### src/rtl/weight_fetch_if.sv
// Request, RAM read port and weight stream bundled for the weight fetch sequencer.
// master = sequencer side, slave = environment (request source, RAM, neuron datapath).
interface weight_fetch_if #(
  parameter int AW = 14,
  parameter int DW = 32,
  parameter int LW = 14
);
  logic          start;
  logic [AW-1:0] base_addr;
  logic [LW-1:0] len;
  logic          busy;
  logic          done;
  logic          err;
  logic          ram_en;
  logic          ram_we;
  logic [AW-1:0] ram_addr;
  logic [DW-1:0] ram_dout;
  logic          w_valid;
  logic          w_ready;
  logic [DW-1:0] w_data;
  logic          w_last;

  modport master (
    input  start, base_addr, len, ram_dout, w_ready,
    output busy, done, err, ram_en, ram_we, ram_addr, w_valid, w_data, w_last
  );

  modport slave (
    output start, base_addr, len, ram_dout, w_ready,
    input  busy, done, err, ram_en, ram_we, ram_addr, w_valid, w_data, w_last
  );
endinterface

### src/rtl/weight_fetch.sv
// Weight RAM read sequencer: issues back-to-back reads for a (base, len) request
// and streams the words out through a small skid buffer that hides the read latency.
module weight_fetch #(
  parameter int AW       = 14,
  parameter int DW       = 32,
  parameter int LW       = 14,
  parameter int ADDR_MIN = 10,
  parameter int ADDR_MAX = 12287,
  parameter int DEPTH    = 2
) (
  input  logic           clk,
  input  logic           rst_n,
  weight_fetch_if.master bus
);
  localparam int CW = $clog2(DEPTH + 1);
  localparam int SW = ((AW > LW) ? AW : LW) + 1;

  typedef enum logic [1:0] {IDLE, FETCH, DRAIN, DONE} state_t;

  typedef struct packed {
    logic          last;
    logic [DW-1:0] data;
  } entry_t;

  state_t               state;
  logic [AW-1:0]        base_q;
  logic [AW-1:0]        addr_hold;
  logic [LW-1:0]        len_q;
  logic [LW-1:0]        issued;
  logic                 inflight;
  logic                 inflight_last;
  logic [CW-1:0]        count;
  entry_t [DEPTH-1:0]   fifo;
  entry_t [DEPTH-1:0]   shifted;
  logic                 busy_q, done_q, err_q;

  logic [SW-1:0]        req_end;
  logic                 req_ok;
  logic                 pop;
  logic [CW:0]          occ;
  logic                 issue;
  logic                 final_issue;
  logic [CW-1:0]        wr_idx;
  logic [AW-1:0]        cur_addr;

  // End address is formed one bit wider so a huge len cannot wrap back into range.
  assign req_end = SW'(bus.base_addr) + SW'(bus.len) - SW'(1);
  assign req_ok  = (bus.len != '0) && (bus.base_addr >= AW'(ADDR_MIN)) &&
                   (req_end <= SW'(ADDR_MAX));

  assign pop = (count != '0) && bus.w_ready;

  // Slots already committed (buffered + read in flight) after this cycle's pop.
  assign occ         = {1'b0, count} + (CW+1)'(inflight) - (CW+1)'(pop);
  assign issue       = (state == FETCH) && (issued < len_q) && (occ < (CW+1)'(DEPTH));
  assign final_issue = issue && (issued == len_q - LW'(1));
  assign cur_addr    = base_q + AW'(issued);
  assign wr_idx      = count - CW'(pop);
  assign shifted     = {entry_t'('0), fifo[DEPTH-1:1]};

  assign bus.ram_en   = issue;
  assign bus.ram_we   = 1'b0;
  assign bus.ram_addr = issue ? cur_addr : addr_hold;
  assign bus.w_valid  = (count != '0);
  assign bus.w_data   = fifo[0].data;
  assign bus.w_last   = fifo[0].last;
  assign bus.busy     = busy_q;
  assign bus.done     = done_q;
  assign bus.err      = err_q;

  always_ff @(posedge clk or negedge rst_n) begin
    if (!rst_n) begin
      state         <= IDLE;
      base_q        <= '0;
      len_q         <= '0;
      issued        <= '0;
      addr_hold     <= '0;
      inflight      <= 1'b0;
      inflight_last <= 1'b0;
      busy_q        <= 1'b0;
      done_q        <= 1'b0;
      err_q         <= 1'b0;
    end else begin
      done_q        <= 1'b0;
      err_q         <= 1'b0;
      inflight      <= issue;
      inflight_last <= final_issue;
      if (issue) begin
        issued    <= issued + LW'(1);
        addr_hold <= cur_addr;
      end
      case (state)
        IDLE: if (bus.start) begin
          if (req_ok) begin
            state  <= FETCH;
            base_q <= bus.base_addr;
            len_q  <= bus.len;
            issued <= '0;
            busy_q <= 1'b1;
          end else begin
            err_q <= 1'b1;
          end
        end
        FETCH: if (final_issue) state <= DRAIN;
        DRAIN: if (pop && fifo[0].last) begin
          state  <= DONE;
          done_q <= 1'b1;
        end
        DONE: begin
          state  <= IDLE;
          busy_q <= 1'b0;
        end
      endcase
    end
  end

  // Head-at-0 shift buffer; a pop clears the top slot so idle entries never carry a stale last tag.
  always_ff @(posedge clk or negedge rst_n) begin
    if (!rst_n) begin
      fifo  <= '0;
      count <= '0;
    end else begin
      count <= count + CW'(inflight) - CW'(pop);
      for (int i = 0; i < DEPTH; i++) begin
        if (inflight && (wr_idx == CW'(i))) begin
          fifo[i].last <= inflight_last;
          fifo[i].data <= bus.ram_dout;
        end else if (pop) begin
          fifo[i] <= shifted[i];
        end
      end
    end
  end
endmodule

### src/flat_wrapper.sv
// flat-port wrapper written by rule: the top's interface ports become plain ports
module weight_fetch_flat 
#(
  parameter int AW       = 14,
  parameter int DW       = 32,
  parameter int LW       = 14,
  parameter int ADDR_MIN = 10,
  parameter int ADDR_MAX = 12287,
  parameter int DEPTH    = 2
)
  (clk, rst_n, bus_start, bus_base_addr, bus_len, bus_ram_dout, bus_w_ready, bus_busy, bus_done, bus_err, bus_ram_en, bus_ram_we, bus_ram_addr, bus_w_valid, bus_w_data, bus_w_last);
  weight_fetch_if #(.AW(AW), .DW(DW), .LW(LW)) bus_i ();
  input  logic clk;
  input  logic rst_n;
  input wire logic [$bits(bus_i.start)-1:0] bus_start;
  input wire logic [$bits(bus_i.base_addr)-1:0] bus_base_addr;
  input wire logic [$bits(bus_i.len)-1:0] bus_len;
  input wire logic [$bits(bus_i.ram_dout)-1:0] bus_ram_dout;
  input wire logic [$bits(bus_i.w_ready)-1:0] bus_w_ready;
  output wire logic [$bits(bus_i.busy)-1:0] bus_busy;
  output wire logic [$bits(bus_i.done)-1:0] bus_done;
  output wire logic [$bits(bus_i.err)-1:0] bus_err;
  output wire logic [$bits(bus_i.ram_en)-1:0] bus_ram_en;
  output wire logic [$bits(bus_i.ram_we)-1:0] bus_ram_we;
  output wire logic [$bits(bus_i.ram_addr)-1:0] bus_ram_addr;
  output wire logic [$bits(bus_i.w_valid)-1:0] bus_w_valid;
  output wire logic [$bits(bus_i.w_data)-1:0] bus_w_data;
  output wire logic [$bits(bus_i.w_last)-1:0] bus_w_last;
  assign bus_i.start = bus_start;
  assign bus_i.base_addr = bus_base_addr;
  assign bus_i.len = bus_len;
  assign bus_i.ram_dout = bus_ram_dout;
  assign bus_i.w_ready = bus_w_ready;
  assign bus_busy = bus_i.busy;
  assign bus_done = bus_i.done;
  assign bus_err = bus_i.err;
  assign bus_ram_en = bus_i.ram_en;
  assign bus_ram_we = bus_i.ram_we;
  assign bus_ram_addr = bus_i.ram_addr;
  assign bus_w_valid = bus_i.w_valid;
  assign bus_w_data = bus_i.w_data;
  assign bus_w_last = bus_i.w_last;
  weight_fetch #(.AW(AW), .DW(DW), .LW(LW), .ADDR_MIN(ADDR_MIN), .ADDR_MAX(ADDR_MAX), .DEPTH(DEPTH)) u_core (.clk(clk), .rst_n(rst_n), .bus(bus_i));
endmodule
### config.mk
export PLATFORM = sky130hd
export DESIGN_NAME = weight_fetch_flat
export DESIGN_NICKNAME = d
export VERILOG_FILES = /design/src/rtl/weight_fetch_if.sv /design/src/rtl/weight_fetch.sv /design/src/flat_wrapper.sv
export SDC_FILE = /design/constraint.sdc
export NUM_CORES = 1
export LEC_CHECK = 0
export ABC_AREA = 1
export ABC_CLOCK_PERIOD_IN_PS = 5100
export CELL_PAD_IN_SITES_DETAIL_PLACEMENT = 0
export CELL_PAD_IN_SITES_GLOBAL_PLACEMENT = 2
export CORE_UTILIZATION = 33
export CTS_CLUSTER_DIAMETER = 40
export CTS_CLUSTER_SIZE = 10
export DETAILED_ROUTE_END_ITERATION = 7
export GPL_ROUTABILITY_DRIVEN = 0
export GPL_TIMING_DRIVEN = 0
export PLACE_DENSITY = 0.8
export SYNTH_ARGS = -nofsm -noshare
export SYNTH_HDL_FRONTEND = slang
export SYNTH_SLANG_ARGS = --single-unit
### constraint.sdc
create_clock -name clk -period 5.1 [get_ports clk]
set_clock_uncertainty 0.15 [all_clocks]
set_input_delay 1.02 -clock clk [delete_from_list [all_inputs] [get_ports clk]]
set_output_delay 1.02 -clock clk [all_outputs]
set_load 0.02 [all_outputs]
==> results of run 1 <==
-- per-layer routing --
metal	up-vias	routed length (um)
li1	3626	-
met3	17	671
met4	0	274
met1	3335	11340
met5	-	0
met2	112	9697
-- worst paths after layout --
| path | from | endpoint | slack [ps] | depth (start not counted) |
|---|---|---|---|---|
| worst min-delay path | u_core.addr_hold[12] | u_core.addr_hold[12] | 320 | 2 |
| worst max register to register | u_core.count[1] | u_core.issued[10] | 1540 | 20 |
| min in group asynchronous | rst_n | u_core.len_q[0] | 390 | 1 |
| worst max-delay path | bus_w_ready | bus_ram_addr[4] | 160 | 17 |
| max in group asynchronous | rst_n | u_core.bus.w_data[7] | 3620 | 2 |
| worst min register to register | u_core.addr_hold[12] | u_core.addr_hold[12] | 320 | 2 |
-- worst max-delay path: cells and delay by family --
kind,cells,cell delay (ps)
buffers and inverters,8,1160
adder cells (fa/ha/maj),3,860
AND/OR/NAND/NOR,5,560
AO/OA/AOI/OAI,1,180
-- flip-flops by register name (all words and copies together), names as in the netlist --
signal / count
u_core.state: 2
u_core.inflight_last: 1
u_core.bus.err: 1
u_core.bus.w_last: 1
u_core.issued: 14
u_core.addr_hold: 14
u_core.inflight: 1
u_core.len_q: 14
u_core.bus.busy: 1
u_core.fifo: 33
u_core.base_q: 14
u_core.bus.w_data: 32
u_core.bus.done: 1
u_core.count: 2
-- repair_timing --
| action | CTS | global route |
|---|---|---|
| setup endpoints to repair | 15 | 14 |
| gates resized for setup | 73 | 19 |
| setup buffers | 4 | 0 |
| pin swaps | 2 | 1 |
-- cell families (layout without fill, tap and decap cells) --
| logic type | count (synthesis) | in the layout | synth area share (%) |
|---|---|---|---|
| DFF | 131 | 131 | 39.17 |
| adders and majority gates | 67 | 67 | 10.29 |
| xor gates and xnor gates | 28 | 28 | 3.095 |
| buffers and inverters | 235 | 385 | 12.77 |
| AOI/OAI and AO/OA | 172 | 172 | 13.04 |
| other | 1 | 1 | 0.04481 |
| and+or+nand+nor | 386 | 386 | 21.60 |
-- per-stage QoR --
step	TNS, ps	total power [uW]	hold slack [ps]	worst slack (ps)	util [%]
6_report	0	5709	324.9	156.5	42.80
5_1_grt	-75.25	6187	345.4	-44.80	42.80
4_1_cts	0	5796	331.9	0.1577	42.97
3_5_place_dp	-23650	4576	316.8	-1595	40.46
3_3_place_gp	-393020	4547	313.4	-2837	40.34
2_1_floorplan	0	3568	309.1	107.4	-
-- report_power, final --
group	internal [uW]	switching [uW]
registers	1420	311
clock network	685	508
logic	1200	1580
-- cell type report --
class / instances / area [sq um] / area share (%)
Multi-Input combinational cell: 654 / 4045 / 38.41
Sequential cell: 131 / 3278 / 31.13
Timing Repair Buffer: 120 / 1149 / 10.91
Inverter: 164 / 620.6 / 5.893
Buffer: 69 / 460.4 / 4.372
Clock buffer: 18 / 429.2 / 4.075
Tap cell: 324 / 405.4 / 3.849
Clock inverter: 14 / 143.9 / 1.366
-- cells in the final DEF, fill, tap and decap left out, types with 5 or more instances in the layout --
| cell | netlist | routed |
|---|---|---|
| clkinv_4 | 0 | 5 |
| a21oi_1 | 33 | 33 |
| o21ai_1 | 6 | 10 |
| nor2_2 | 5 | 5 |
| nor2_1 | 37 | 37 |
| nand2_1 | 157 | 155 |
| o21ai_2 | 33 | 35 |
| xor2_1 | 17 | 17 |
| buf_6 | 7 | 10 |
| ha_1 | 64 | 64 |
| nand4_1 | 14 | 14 |
| inv_1 | 163 | 162 |
| o211ai_1 | 34 | 34 |
| nand3_1 | 138 | 138 |
| nand2_2 | 5 | 6 |
| nor4_1 | 6 | 6 |
| dfrtp_1 | 131 | 131 |
| clkdlybuf4s50_1 | 0 | 99 |
| clkbuf_1 | 20 | 19 |
| inv_6 | 0 | 6 |
| nor3_1 | 6 | 5 |
| buf_2 | 8 | 13 |
| buf_4 | 33 | 42 |
| o21ai_0 | 58 | 52 |
| clkbuf_16 | 0 | 17 |
| xnor2_1 | 10 | 10 |
==> results.py, run 1 <==
metrics = {
    "status": {
        "status": "finished, final reports clean",
    },
    "worst_setup_path": {
        "crit_required_ps": 3930,
        "critical_path_class": "in2out",
        "cpMaxStageDelayCell": "fa_1",
        "cpPeakStageDelay_ps": 470,
        "cp_max_fo": 10,
        "start_kind": "input port",
        "cp.arrival_ps": 3770,
        "crit_path_cell_trace": "clkdlybuf4s50_1 > nand2_4 > clkinv_4 > ha_1 > inv_1 > ha_1 > inv_1 > fa_1 > inv_1 > nor2_1 > nand2_1 > nor3_2 > nand2_2 > buf_6 > buf_4 > o21ai_1 > buf_4",
        "cp_common_cell": "inv_1",
        "cp-end-kind": "output pin",
    },
    "synthesis": {
        "synth_most_common_cell": "inv_1",
        "synth_top_cells_by_count": "inv_1 (163), nand2_1 (157), nand3_1 (138)",
        "netlist_area_sq_um": 8369,
        "avgSynthCellArea_sq_um": 8.205,
        "synth-edff-count": 0,
        "synth_top_flop_cell": "dfrtp_1",
        "synth_top_cell_by_area": "dfrtp_1",
        "netlist.area_leader.share_pct": 39.17,
        "synth_seq_cells": 131,
        "seq_area_frac_synth_pct": 39.17,
        "yosysWarnings": 0,
        "synth_area_leaders": "dfrtp_1 (39%), ha_1 (9.6%), nand3_1 (8.3%)",
        "async_reset_ff_share_pct": 100.0,
        "synth_cells": 1020,
        "synth_nets": 1151,
        "synth.distinct_cells": 42,
    },
    "cts": {
        "clockBufferDepth": 2,
        "clk_latency_ps": 430,
        "clkTransAtPathRegs_ps": 50,
        "holdBufCountCts": 0,
        "cts_tree": "built",
        "cts_made_buffers": 17,
        "cts_sinks": 131,
        "clockRootBuffer": "clkbuf_16",
        "cts_max_level": 4,
    },
    "global_routing": {
        "busiest_layer": "met2",
        "met3_usage_pct": 2.388,
        "grt_max_degree": 79,
        "grtUsageMet2_pct": 27.61,
        "grt_pass1_vias": 7023,
        "grt_first_pass_wirelength_mm": 36.43,
        "antenna_found_initial": 0,
        "grtUsageTotal_pct": 17.68,
        "gr-usage-met1_pct": 25.44,
        "gr-total-overflow": 0,
    },
    "routing": {
        "ant_nets": 0,
        "drtIter0Drc": 361,
        "drc_errors": 0,
        "firstDrtPassIters": 4,
        "vias": 7090,
        "via_per_inst": 4.746,
        "wirelength_mm": 21.98,
        "wl_per_cell_um": 14.71,
    },
    "sta": {
        "fmax_ghz": 0.2023,
        "fin_crit_ps": 4944,
        "tightest_slew_ps": 594.2,
        "fin_crit_sh_pct": 96.93,
        "slew_headroom_pct": 60.39,
        "rsz0062_at_grt": "true",
        "hold_viol": 0,
        "final-max-slew-violation-count": 0,
        "setup_viol": 0,
    },
    "floorplan": {
        "row_count": 57,
        "die_area_sq_um": 26000,
        "ios": 117,
        "die_h_um": 161.3,
        "die_w_um": 161.3,
        "initial_core_util_pct": 34.01,
        "design.core.area_sq_um": 24600,
    },
    "placement": {
        "hpwl_mm": 17.48,
        "io_buffer_count": 115,
        "dp_cells": 1460,
        "placement.cell_area_sq_um": 9955,
    },
    "power": {
        "powerDensity_nw_per_um2": 542.1,
        "p_leak_uw": 0.005173,
        "peakVddDrop_uv": 251.3,
    },
    "final_layout": {
        "drive_gt1_share_pct": 13.85,
        "final_cells": 1494,
        "diodes": 0,
        "nets": 1288,
        "fill_cells": 2550,
        "fin_area_sq_um": 10530,
        "syn_to_final_growth_pct": 25.83,
    },
    "run": {
        "cap_violations": 0,
    },
    "worst_hold_path": {
        "hp-class": "reg2reg",
    },
}
Note: power is estimated with default switching activity, not from simulation.
==> inputs of run 2 (changes only) <==
ABC_CLOCK_PERIOD_IN_PS = 4800   (was 5100)
CORE_MARGIN = 2   (was not set)
clock period = 4.8 ns   (was 5.1 ns; I/O delays follow)
==> run 2 against run 1 <==
  * Die area up 2.5%
  * Power up 8.9%
  * Setup slack better by 38 ps
  * Worst hold slack worse by 5.3 ps
  * Via count down 0.87%
  * Sequential cell count unchanged
  * Combinational power up 7.5%
  * Largest cell class unchanged
==> results.py, run 2 (synthesis results as in run 1) <==
metrics = {
    "routing": {
        "ant_nets": 0,
        "drc_errors": 0,
        "vias": 7028,
        "drtIter0Drc": 383,
        "firstDrtPassIters": 5,
        "via_per_inst": 4.676,
        "wl_per_cell_um": 14.59,
        "wirelength_mm": 21.94,
    },
    "global_routing": {
        "antenna_found_initial": 0,
        "gr-total-overflow": 0,
        "grt_first_pass_wirelength_mm": 35.82,
        "grtUsageTotal_pct": 17.28,
        "grt_pass1_vias": 6863,
        "grt_max_degree": 68,
    },
    "worst_setup_path": {
        "critical_path_class": "in2out",
        "cp-end-kind": "output pin",
        "start_kind": "input port",
        "crit_required_ps": 3690,
        "cp_max_fo": 5,
        "cp.arrival_ps": 3500,
    },
    "final_layout": {
        "diodes": 0,
        "syn_to_final_growth_pct": 27.12,
        "nets": 1291,
        "max_flop_register": "u_core.fifo",
        "mostFrequentLayoutCells": "inv_1 (162), nand2_1 (155), nand3_1 (138)",
        "largest_register_ffs": 33,
        "layout_commonest_cell": "inv_1",
        "drive_gt1_share_pct": 14.07,
    },
    "worst_hold_path": {
        "hp-class": "reg2reg",
    },
    "sta": {
        "slew_headroom_pct": 55.53,
        "rsz0062_at_grt": "false",
        "setup_viol": 0,
        "fmax_ghz": 0.2171,
        "hold_viol": 0,
        "final-max-slew-violation-count": 0,
        "tightest_slew_ps": 667.0,
        "hold_ws_ps": 319.6,
        "fin_crit_ps": 4606,
        "fin_crit_sh_pct": 95.96,
        "fin_ws_ps": 194.1,
    },
    "cts": {
        "cts_tree": "built",
        "clkTransAtPathRegs_ps": 60,
        "cts_made_buffers": 17,
        "clk_latency_ps": 430,
        "cts_sinks": 131,
        "clockBufferDepth": 2,
        "clockRootBuffer": "clkbuf_16",
        "cts_max_level": 4,
    },
    "placement": {
        "hpwl_mm": 17.25,
        "place_ws_ps": -1714,
        "io_buffer_count": 115,
    },
    "power": {
        "powerDensity_nw_per_um2": 584.4,
        "seqPwrFrac_pct": 29.5,
        "p_sw_uw": 2567,
        "cell_internal_pwr_uw": 3650,
        "peakVddDrop_uv": 255.2,
        "p_sw_share_pct": 41.29,
        "clkPwrFrac_pct": 22.3,
        "p_leak_uw": 0.005225,
        "combPwrFrac_pct": 48.2,
    },
    "floorplan": {
        "die_w_um": 163.3,
        "initial_core_util_pct": 33.43,
        "ios": 117,
        "row_count": 58,
        "die_area_sq_um": 26650,
        "design.core.area_sq_um": 25040,
        "die_h_um": 163.3,
    },
    "run": {
        "cap_violations": 0,
    },
    "status": {
        "status": "finished, final reports clean",
    },
}
run 2: cell types whose count changed in the layout (fill, tap and decap cells not counted), sizes merged:
| cell | delta |
|---|---|
| clkbuf | -1 |
| dlygate4sd2 | +1 |
| clkdlybuf4s15 | +2 |
| clkdlybuf4s50 | -1 |
| buf | +2 |
| clkinvlp | -2 |
| bufinv | +2 |
run 2: final cells by class:
type / instances / area [sq um]
Multi-Input combinational cell: 654 / 4050
Inverter: 164 / 623.1
Timing Repair Buffer: 122 / 1170
Clock inverter: 14 / 193.9
Sequential cell: 131 / 3278
Clock buffer: 18 / 429.2
Fill cell: 2652 / 14400
Tap cell: 330 / 412.9
Buffer: 70 / 481.7
run 2: critical path: stages:
cell and delay, ps:
dlygate4sd2_1 260, nand2_4 90, clkinv_4 60, ha_1 260, inv_1 60, ha_1 130, inv_1 50, fa_1 470
inv_1 50, nor2_1 80, nand2_1 60, nor3_2 170, nand2_4 140, buf_6 160, o21ai_0 210, clkdlybuf4s15_2 300
run 2: final timing paths:
path                                            end  cells past startpoint  slack, ps                 from
worst min-delay path            u_core.addr_hold[0]                      2        320  u_core.addr_hold[0]
worst max register to register    u_core.issued[10]                     19       1460      u_core.count[1]
min in group asynchronous           u_core.len_q[0]                      1        370                rst_n
worst max-delay path                bus_ram_addr[6]                     16        190          bus_w_ready
worst min register to register  u_core.addr_hold[0]                      2        320  u_core.addr_hold[0]
max in group asynchronous           u_core.fifo[36]                      2       3380                rst_n
run 2: metal layers:
| metal | track usage (%) | part of all wire, % |
|---|---|---|
| met2 | 27.27 | 45 |
| met4 | 4.264 | 0.90 |
| met5 | 0 | 0 |
| met3 | 2.920 | 3.2 |
| met1 | 24.61 | 51 |
run 2: per-stage QoR:
step | util [%] | setup TNS (ps) | instances | area, sq um | power (uW)
CTS | 42.47 | 0 | 1503 | 10630 | 6299
global route | 42.49 | 0 | 1503 | 10640 | 6731
global placement | 39.68 | -408800 | 1465 | 9933 | 4818
finish | 42.49 | 0 | 1503 | 10640 | 6217
floorplan | - | -290.3 | 1020 | 8369 | 3791
detailed placement | 39.79 | -28390 | 1466 | 9962 | 4858
run 2: repair_timing:
| item | CTS | global route |
|---|---|---|
| setup buffers | 5 | 0 |
| resized for setup | 96 | 1 |
| gates cloned | 1 | 0 |
| pin swaps | 3 | 0 |
| hold buffers | 0 | 0 |
| setup endpoints to repair | 15 | 1 |
run 2: power groups by stage:
stage          sequential [uW]  combinational, uW  clock (uW)
2_1_floorplan             1740               2050           0
3_3_place_gp              1840               2970           0
3_5_place_dp              1850               3000           0
4_1_cts                   1840               3040        1420
5_1_grt                   1890               3370        1470
6_report                  1830               3000        1390
